## src/rtl/bitrev_pkg.sv

```systemverilog
// Shared constants, types and the bit-reversal helper for the swap scheduler.
package bitrev_pkg;

  localparam int unsigned D_WIDTH  = 16;
  localparam int unsigned RADIX_K1 = 2;
  localparam int unsigned L_WIDTH  = 4;

  localparam int unsigned IDX_BITS = $clog2(D_WIDTH);
  // Wide enough for RADIX_K1*l without truncation and for comparing against D_WIDTH.
  localparam int unsigned W_BITS =
    ((IDX_BITS + 1) > (L_WIDTH + $clog2(RADIX_K1) + 1)) ?
    (IDX_BITS + 1) : (L_WIDTH + $clog2(RADIX_K1) + 1);

  typedef enum logic [1:0] {
    IDLE  = 2'd0,
    RUN   = 2'd1,
    DRAIN = 2'd2,
    FIN   = 2'd3
  } state_t;

  typedef struct packed {
    logic               valid;
    logic               keep;
    logic [D_WIDTH-1:0] idx;
    logic [D_WIDTH-1:0] rev;
  } stage1_t;

  // Reverse bits [w-1:0] of idx; bits at or above w come out as zero.
  function automatic logic [D_WIDTH-1:0] bit_reverse(input logic [D_WIDTH-1:0] idx,
                                                     input logic [W_BITS-1:0]  w);
    logic [D_WIDTH-1:0] r;
    r = '0;
    for (int unsigned i = 0; i < D_WIDTH; i++) begin
      if (i < 32'(w)) begin
        r[i] = idx[IDX_BITS'(32'(w) - 1 - i)];
      end
    end
    return r;
  endfunction

endpackage

```

## src/rtl/bitrev_swap_scheduler_pipe.sv

```systemverilog
// Single registered reversal stage: captures {idx, rev(idx), keep} when enabled.
module bitrev_pipe
  import bitrev_pkg::*;
(
  input  logic                clk,
  input  logic                rst,
  input  logic                en,
  input  logic                in_valid,
  input  logic [D_WIDTH-1:0]  idx,
  input  logic [W_BITS-1:0]   w,
  output stage1_t             s1
);

  logic [D_WIDTH-1:0] rev;
  logic               keep;

  // Reversal and swap-direction test for the index currently presented.
  always_comb begin
    rev  = bit_reverse(idx, w);
    keep = in_valid && (rev > idx);
  end

  // Stage register; holds while the downstream pair is stalled.
  always_ff @(posedge clk or posedge rst) begin
    if (rst) begin
      s1 <= '0;
    end else if (en) begin
      s1.valid <= in_valid;
      s1.keep  <= keep;
      s1.idx   <= idx;
      s1.rev   <= rev;
    end
  end

endmodule

```

## src/rtl/bitrev_swap_scheduler.sv

```systemverilog
// Walks all indices of a 2^W transform and issues each bit-reversal swap pair once.
module bitrev_swap_scheduler
  import bitrev_pkg::*;
(
  input  logic               clk,
  input  logic               rst,
  input  logic               start,
  input  logic [L_WIDTH-1:0] l,
  output logic               busy,
  output logic               done,
  output logic               err,
  output logic               swap_valid,
  input  logic               swap_ready,
  output logic [D_WIDTH-1:0] swap_addr_a,
  output logic [D_WIDTH-1:0] swap_addr_b,
  output logic [D_WIDTH-1:0] swap_count
);

  state_t             state_q, state_d;
  logic [D_WIDTH-1:0] idx_q, idx_d;
  logic [W_BITS-1:0]  w_q, w_d;
  logic [D_WIDTH-1:0] cnt_q, cnt_d;
  logic               err_q, err_d;

  logic [W_BITS-1:0]  w_calc;
  logic               w_bad;
  logic [D_WIDTH:0]   span_m1;
  logic [D_WIDTH-1:0] last_idx;
  logic               stall;
  logic               in_valid;
  stage1_t            s1;

  bitrev_pipe u_pipe (
    .clk      (clk),
    .rst      (rst),
    .en       (!stall),
    .in_valid (in_valid),
    .idx      (idx_q),
    .w        (w_q),
    .s1       (s1)
  );

  // Handshake view of stage1 and job-size decode.
  always_comb begin
    swap_valid  = s1.valid && s1.keep;
    swap_addr_a = s1.idx;
    swap_addr_b = s1.rev;
    stall       = swap_valid && !swap_ready;
    w_calc      = W_BITS'(RADIX_K1) * W_BITS'(l);
    w_bad       = (w_calc == '0) || (w_calc > W_BITS'(D_WIDTH));
    // 17-bit span so W == D_WIDTH still yields an all-ones last index.
    span_m1     = ((D_WIDTH + 1)'(1) << w_q) - (D_WIDTH + 1)'(1);
    last_idx    = span_m1[D_WIDTH-1:0];
    busy        = (state_q == RUN) || (state_q == DRAIN);
    done        = (state_q == FIN);
    err         = err_q;
    swap_count  = cnt_q;
  end

  // Next-state, index walk and pair counting.
  always_comb begin
    state_d  = state_q;
    idx_d    = idx_q;
    w_d      = w_q;
    cnt_d    = cnt_q;
    err_d    = err_q;
    in_valid = 1'b0;
    if (swap_valid && swap_ready) begin
      cnt_d = cnt_q + 1'b1;
    end
    unique case (state_q)
      IDLE: begin
        if (start) begin
          w_d   = w_calc;
          cnt_d = '0;
          if (w_bad) begin
            err_d   = 1'b1;
            state_d = FIN;
          end else begin
            idx_d   = '0;
            err_d   = 1'b0;
            state_d = RUN;
          end
        end
      end
      RUN: begin
        in_valid = 1'b1;
        if (!stall) begin
          idx_d = idx_q + 1'b1;
          if (idx_q == last_idx) begin
            state_d = DRAIN;
          end
        end
      end
      DRAIN: begin
        if (!stall) begin
          state_d = FIN;
        end
      end
      FIN: begin
        state_d = IDLE;
      end
      default: state_d = IDLE;
    endcase
  end

  // State and job registers.
  always_ff @(posedge clk or posedge rst) begin
    if (rst) begin
      state_q <= IDLE;
      idx_q   <= '0;
      w_q     <= '0;
      cnt_q   <= '0;
      err_q   <= 1'b0;
    end else begin
      state_q <= state_d;
      idx_q   <= idx_d;
      w_q     <= w_d;
      cnt_q   <= cnt_d;
      err_q   <= err_d;
    end
  end

endmodule

```

## config.mk

```make
export PLATFORM = sky130hd
export DESIGN_NAME = bitrev_swap_scheduler
export DESIGN_NICKNAME = d
export VERILOG_FILES = /design/src/rtl/bitrev_pkg.sv /design/src/rtl/bitrev_swap_scheduler_pipe.sv /design/src/rtl/bitrev_swap_scheduler.sv
export SDC_FILE = /design/constraint.sdc
export NUM_CORES = 1
export LEC_CHECK = 0
export CORE_MARGIN = 5
export CORE_UTILIZATION = 51
export CTS_CLUSTER_SIZE = 40
export DETAILED_ROUTE_END_ITERATION = 10
export PLACE_DENSITY = 0.77
export SLEW_MARGIN = 25
export SYNTH_ARGS = -nofsm -noshare
export SYNTH_HDL_FRONTEND = slang
export SYNTH_SLANG_ARGS = --single-unit
```

## constraint.sdc

```tcl
create_clock -name clk -period 3.4 [get_ports clk]
set_clock_uncertainty 0.1 [all_clocks]
set_input_delay 0.85 -clock clk [delete_from_list [all_inputs] [get_ports clk]]
set_output_delay 0.85 -clock clk [all_outputs]
set_load 0.02 [all_outputs]
```

==> results of run 1 <==
[path summary, 6_finish.rpt]
check | start | end | cells past startpoint
worst max-delay path | w_q[1] | u_pipe.s1[32] | 15
max in group asynchronous | rst | idx_q[4] | 3
min in group asynchronous | rst | swap_count[13] | 2
worst min-delay path | u_pipe.s1[16] | u_pipe.s1[16] | 2
worst max register to register | w_q[1] | u_pipe.s1[32] | 15
worst min register to register | u_pipe.s1[16] | u_pipe.s1[16] | 2
[stage by stage]
stage / worst slack [ps] / instances / cell area (µm²)
after floorplan: 76.9 / 577 / 5090
after global placement: 142 / 732 / 5690
after detailed placement: 44.0 / 732 / 5690
after CTS: 66.9 / 748 / 5850
after global routing: -6.26 / 748 / 5880
final: 190 / 748 / 5880
[synth_stat cells, drive strengths merged (2+ instances only)]
library cell	number	share of area (%)
a21o	3	0.44
a21oi	25	2.5
a22o	4	0.69
a41oi	2	0.49
and2	3	0.37
and3	7	0.87
buf	46	6.4
clkbuf	19	1.4
dfrtp	73	36
ha	31	7.7
inv	23	1.7
mux2	2	0.44
mux2i	15	3.0
mux4	10	4.4
nand2	79	5.9
nand2b	3	0.37
nand3	12	1.2
nand3b	3	0.44
nand4	7	0.87
nor2	67	5.0
nor2b	7	0.87
nor3	11	1.5
nor4	4	0.79
o211ai	4	0.59
o21ai	43	4.3
o22a	2	0.35
o22ai	5	0.62
o311ai	2	0.35
o31ai	5	0.74
or2	3	0.37
or3	7	0.87
or4	2	0.37
xnor2	21	3.6
xor2	15	2.6
[cell families after synthesis]
family / share of synthesized area [%]
compound gates: 12.3
xor+xnor: 6.23
fa+ha+maj: 7.66
buf+inv: 9.54
flops: 36.1
mux: 7.86
simple gates: 20.3
[area by class of cell]
cell class	instances	area share [%]
repair buffers	87	14.1
clock inverters	6	0.596
clock buffers	10	2.17
inverters	24	1.55
flip-flops and latches	73	31.1
well taps	133	2.83
multi-input cells	415	47.7
[tightest hold or removal path: cells and delay by family (launching register included)]
family | cells | cell delay (ps)
flops | 1 | 350
simple gates | 2 | 100
[sequential cells by signal, summed over array words and instances, names as in the netlist]
name and cells:
swap_count 16, idx_q 16, u_pipe.s1 34, state_q 2, w_q 4, err 1
[per-layer routing]
layer  up-vias  routed length, µm
li1       2016                  -
met1      2019               5380
met2       171               5790
met3        37                859
met4         0                470
met5         -                  0
[layout by cell type (no fill, tap or decap), types with 9 or more instances in the layout]
master,count
nor2_1,65
clkdlybuf4s50_1,59
xnor2_1,19
a21oi_1,25
inv_1,22
dfrtp_1,73
clkbuf_8,9
nand3_1,12
buf_4,26
ha_1,30
mux4_2,10
mux2i_1,14
o21ai_0,40
nand2_1,79
xor2_1,14
[power by group]
part	switching, mW	internal (mW)
registers	0.139	0.998
clock network	0.333	0.259
logic	1.49	1.25
[timing repair]
item | 4_1_cts | 5_1_grt
hold endpoints to repair | 0 | 0
buffers inserted | 0 | 0
resized for setup | 0 | 8
hold buffers | 0 | 0
endpoints found under the setup margin | 0 | 1
==> metrics.yaml, run 1 <==
min_period_ps: 3210
cts_sinks: 73
hold_class: "reg -> reg"
path_max_fanout: 15
port_buffers: 59
grt-busiest-layer: "met2"
num-fill-cells: 866
cts_buffers: 9
finalCritPeriodShare_pct: 94.4
dr.pass1.iters: 5
worst-path-buf-inv: 4
yosysWarnings: 0
grt_pass1_vias: 4052
slowest_stage: "dfrtp_1"
whs_ps: 368
drcViolationCount: 0
vdd_drop_max_v: 0.000496
met2_usage_pct: 34.1
syn_area_um2: 5060
arrival_ps: 3350
p_leak_nw: 2.58
die-area_um2: 12000
core_area_um2: 9730
worst_slew_pin_slew_ps: 871
slew_headroom_pct: 41.7
cts_tree: "built"
fin_tns_setup_ps: 0
met1_usage_pct: 30.1
async_flop_share_pct: 100
worstSetupStartpointType: "register"
fp-row-count: 36
clockBufferDepth: 2
grt_max_degree: 51
drv_cap: 0
ys_seq_elements: 73
criticalPathCategory: "reg -> reg"
drtIter0Drc: 380
drtAntennaViolNets: 0
syn_area_per_cell_um2: 8.77
viasPerCell: 5.67
grt_pass1_wl_um: 20500
grt_antenna_before_repair: 0
worstPathCellList: "clkinv_2 -> ha_4 -> buf_12 -> buf_4 -> mux4_2 -> o21ai_0 -> a22o_1 -> ha_1 -> nand4_1 -> buf_4 -> nor3_1 -> nor3_1 -> o211ai_1 -> a41oi_1 -> a21oi_1"
fin_util_pct: 60.4
die_h_um: 110
via_count: 4243
layout-drive-gt1-share_pct: 12.2
cp.required_ps: 3540
synthDistinctLibCells: 54
reg2reg_slack_ps: 190
ios: 60
regArea_um2: 1830
synth_edf_count: 0
final-setup-viol-count: 0
synth_top_flop_cell: "dfrtp_1"
use_met3_pct: 4.29
routed_wl_um: 12500
wl_per_cell_um: 16.7
h-tree-depth: 3
run_status: "finished, final reports clean"
start_util_pct: 52.0
place_hpwl_um: 9590
fin_nets: 649
overflow: 0
cp_top_family: "compound AO/OA/AOI/OAI gates"
clk_latency_ps: 360
hold_viol_final: 0
power_density_nw_per_um2: 761
critPathMaxStageDelay_ps: 370
synthCells: 577
syn2layout_area_growth_pct: 16.1
yosysSeqAreaShare_pct: 36.1
grt.total_usage_pct: 22.2
num_antenna_cells: 0
dieWidth_um: 110
root_buffer: "clkbuf_8"
report.final.slew_viol_count: 0
p_total_mw: 4.47
maxClockFrequency_mhz: 312
multiInputGateArea_um2: 2800
clk_pin_slew_ps: 80
crit_path_end_kind: "register"
place_congestion: 0.931
syn_nets: 616
No activity file was read; power rests on OpenSTA's default activity.
==> inputs of run 2 (changes only) <==
Settings changed: ABC_AREA set to 1, CORE_UTILIZATION 51 to 52, PLACE_DENSITY 0.77 to 0.78.
==> metrics.yaml, run 2 <==
run_status: "finished, final reports clean"
dieWidth_um: 110
largest_register_ffs: 34
fin_nets: 786
power_density_nw_per_um2: 955
largest-register: "u_pipe.s1"
root_buffer: "clkbuf_8"
synth_top_area_cell: "dfrtp_1"
final_cell_mix: "206 x nand2_1, 83 x o21ai_0, 73 x dfrtp_1"
synthTopCellsByCount: "206 x nand2_1, 83 x o21ai_0, 73 x dfrtp_1"
grt_pass1_vias: 4631
synthTopCellsByArea: "dfrtp_1 35%, nand2_1 15%, o21ai_0 8.0%"
slew_headroom_pct: 52.3
synth_top_area_share_pct: 35.4
cts_buffers: 9
syn2layout_area_growth_pct: 15.2
synthDistinctLibCells: 41
hold_viol_final: 0
drv_cap: 0
reg2reg_slack_ps: 240
worstPathCellList: "inv_1 -> ha_1 -> nor2_2 -> inv_1 -> o21ai_0 -> nor2_1 -> a221oi_2 -> ha_1 -> a21oi_1 -> o21ai_0 -> nand4_1 -> a31oi_1 -> o21ai_0 -> o21ai_0"
cp_top_family: "compound AO/OA/AOI/OAI gates"
syn_area_um2: 5160
via_count: 4849
ios: 60
drtAntennaViolNets: 0
min_period_ps: 3160
synthCells: 713
cts_hold_buffers: 0
path_max_fanout: 7
num_antenna_cells: 0
cp_common_cell: "o21ai_0"
slowest_stage: "dfrtp_1"
vdd_drop_max_v: 0.000560
die-area_um2: 12000
critPathMaxStageDelay_ps: 440
drcViolationCount: 0
hold_class: "reg -> reg"
worst_slew_pin_slew_ps: 714
cts_sinks: 73
worst-path-buf-inv: 2
report.final.slew_viol_count: 0
yosysMostFrequentCell: "nand2_1"
die_h_um: 110
arrival_ps: 3310
clk_pin_slew_ps: 80
grt_max_degree: 51
layout-drive-gt1-share_pct: 7.31
syn_area_per_cell_um2: 7.24
grt.total_usage_pct: 25.0
async_flop_share_pct: 100
layout_commonest_cell: "nand2_1"
endpoint: "u_pipe.s1[32]"
h-tree-depth: 3
cts_tree: "built"
grt_pass1_wl_um: 22800
clk_latency_ps: 370
wl_per_cell_um: 15.9
synth_top_flop_cell: "dfrtp_1"
crit_path_end_kind: "register"
design_area_um2: 5950
fp-row-count: 36
startpoint: "w_q[2]"
placed_cell_area_um2: 5690
p_leak_nw: 2.80
criticalPathCategory: "reg -> reg"
final-setup-viol-count: 0
synth_edf_count: 0
routed_wl_um: 14100
start_util_pct: 53.1
core_area_um2: 9730
dr.pass1.iters: 6
cp_num_cells: 14
clockBufferDepth: 2
maxClockFrequency_mhz: 317
viasPerCell: 5.48
ys_seq_elements: 73
overflow: 0
reg2reg_depth: 14
port_buffers: 59
r2r-start: "w_q[2]"
syn_nets: 752
yosysSeqAreaShare_pct: 35.4
place_hpwl_um: 10700
worstSetupStartpointType: "register"
cp.required_ps: 3550
rsz0062_at_grt: "no"
drtIter0Drc: 336
fin_tns_setup_ps: 0
grt_antenna_before_repair: 0
place_congestion: 1.01
r2r_end: "u_pipe.s1[32]"
yosysWarnings: 0
finalCritPeriodShare_pct: 92.9
-- run 2: worst min path at each step --
stage	slack, ps	endpoint	depth (start not counted)	start
3_3_place_gp	360	u_pipe.s1[14]	2	u_pipe.s1[14]
2_1_floorplan	350	u_pipe.s1[11]	2	u_pipe.s1[11]
4_1_cts	390	u_pipe.s1[5]	2	u_pipe.s1[5]
3_5_place_dp	360	u_pipe.s1[9]	2	u_pipe.s1[9]
6_report	380	u_pipe.s1[5]	2	u_pipe.s1[5]
5_1_grt	410	u_pipe.s1[26]	2	u_pipe.s1[26]
-- run 2: cell families after synthesis --
logic type / Yosys count / share of synthesized area [%]
and+or+nand+nor: 332 / 27.1
xor gates and xnor gates: 14 / 3.51
adders and majority gates: 31 / 7.51
DFF: 73 / 35.4
buffers and inverters: 127 / 12.0
AOI/OAI and AO/OA: 136 / 14.5
-- run 2: repair_timing --
item | in CTS | in global routing
setup endpoints to repair | 0 | 1
resized for setup | 0 | 4
buffers inserted | 0 | 2
-- run 2: power breakdown --
group,switching [mW],internal [mW],total (mW)
combinational,2.35,1.37,3.71
sequential,0.140,1.04,1.18
clock,0.357,0.435,0.793
total,2.84,2.84,5.68
-- run 2: worst reg2reg max path, cell delays in order, from the launching register on --
cell,delay [ps]
dfrtp_1,440
inv_1,180
ha_1,310
nor2_2,200
inv_1,120
o21ai_0,320
nor2_1,100
a221oi_2,260
ha_1,300
a21oi_1,190
o21ai_0,130
nand4_1,80
a31oi_1,70
o21ai_0,150
o21ai_0,90
-- run 2: layout make-up --
cell class / instances / area (µm²)
sequential: 73 / 1830
clock buffer: 10 / 138
inverter: 77 / 289
fill: 900 / 3780
clock inverter: 6 / 90.1
timing repair buffer: 73 / 708
multi-input combinational: 513 / 2730
tap: 133 / 166
-- run 2: layer usage --
| metal | vias to the layer above | routed length [µm] | part of all wire [%] | global-route usage, % |
|---|---|---|---|---|
| met1 | 2245 | 5920 | 42 | 31.4 |
| met2 | 194 | 6560 | 47 | 40.4 |
| met3 | 44 | 1050 | 7.5 | 5.64 |
| met4 | 0 | 567 | 4.0 | 12.6 |
| met5 | - | 0 | 0 | 0 |
| li1 | 2366 | - | - | - |
-- run 2: stage by stage --
step | setup WS (ps) | util [%] | power, mW | hold WS [ps] | std cells
after floorplan | 260 | - | 3.93 | 350 | 713
after global placement | 351 | 58.5 | 4.65 | 364 | 867
after detailed placement | 225 | 58.5 | 4.77 | 364 | 867
after CTS | 218 | 60.8 | 5.58 | 385 | 883
after global routing | 3.82 | 61.1 | 6.24 | 410 | 885
final | 242 | 61.1 | 5.68 | 380 | 885
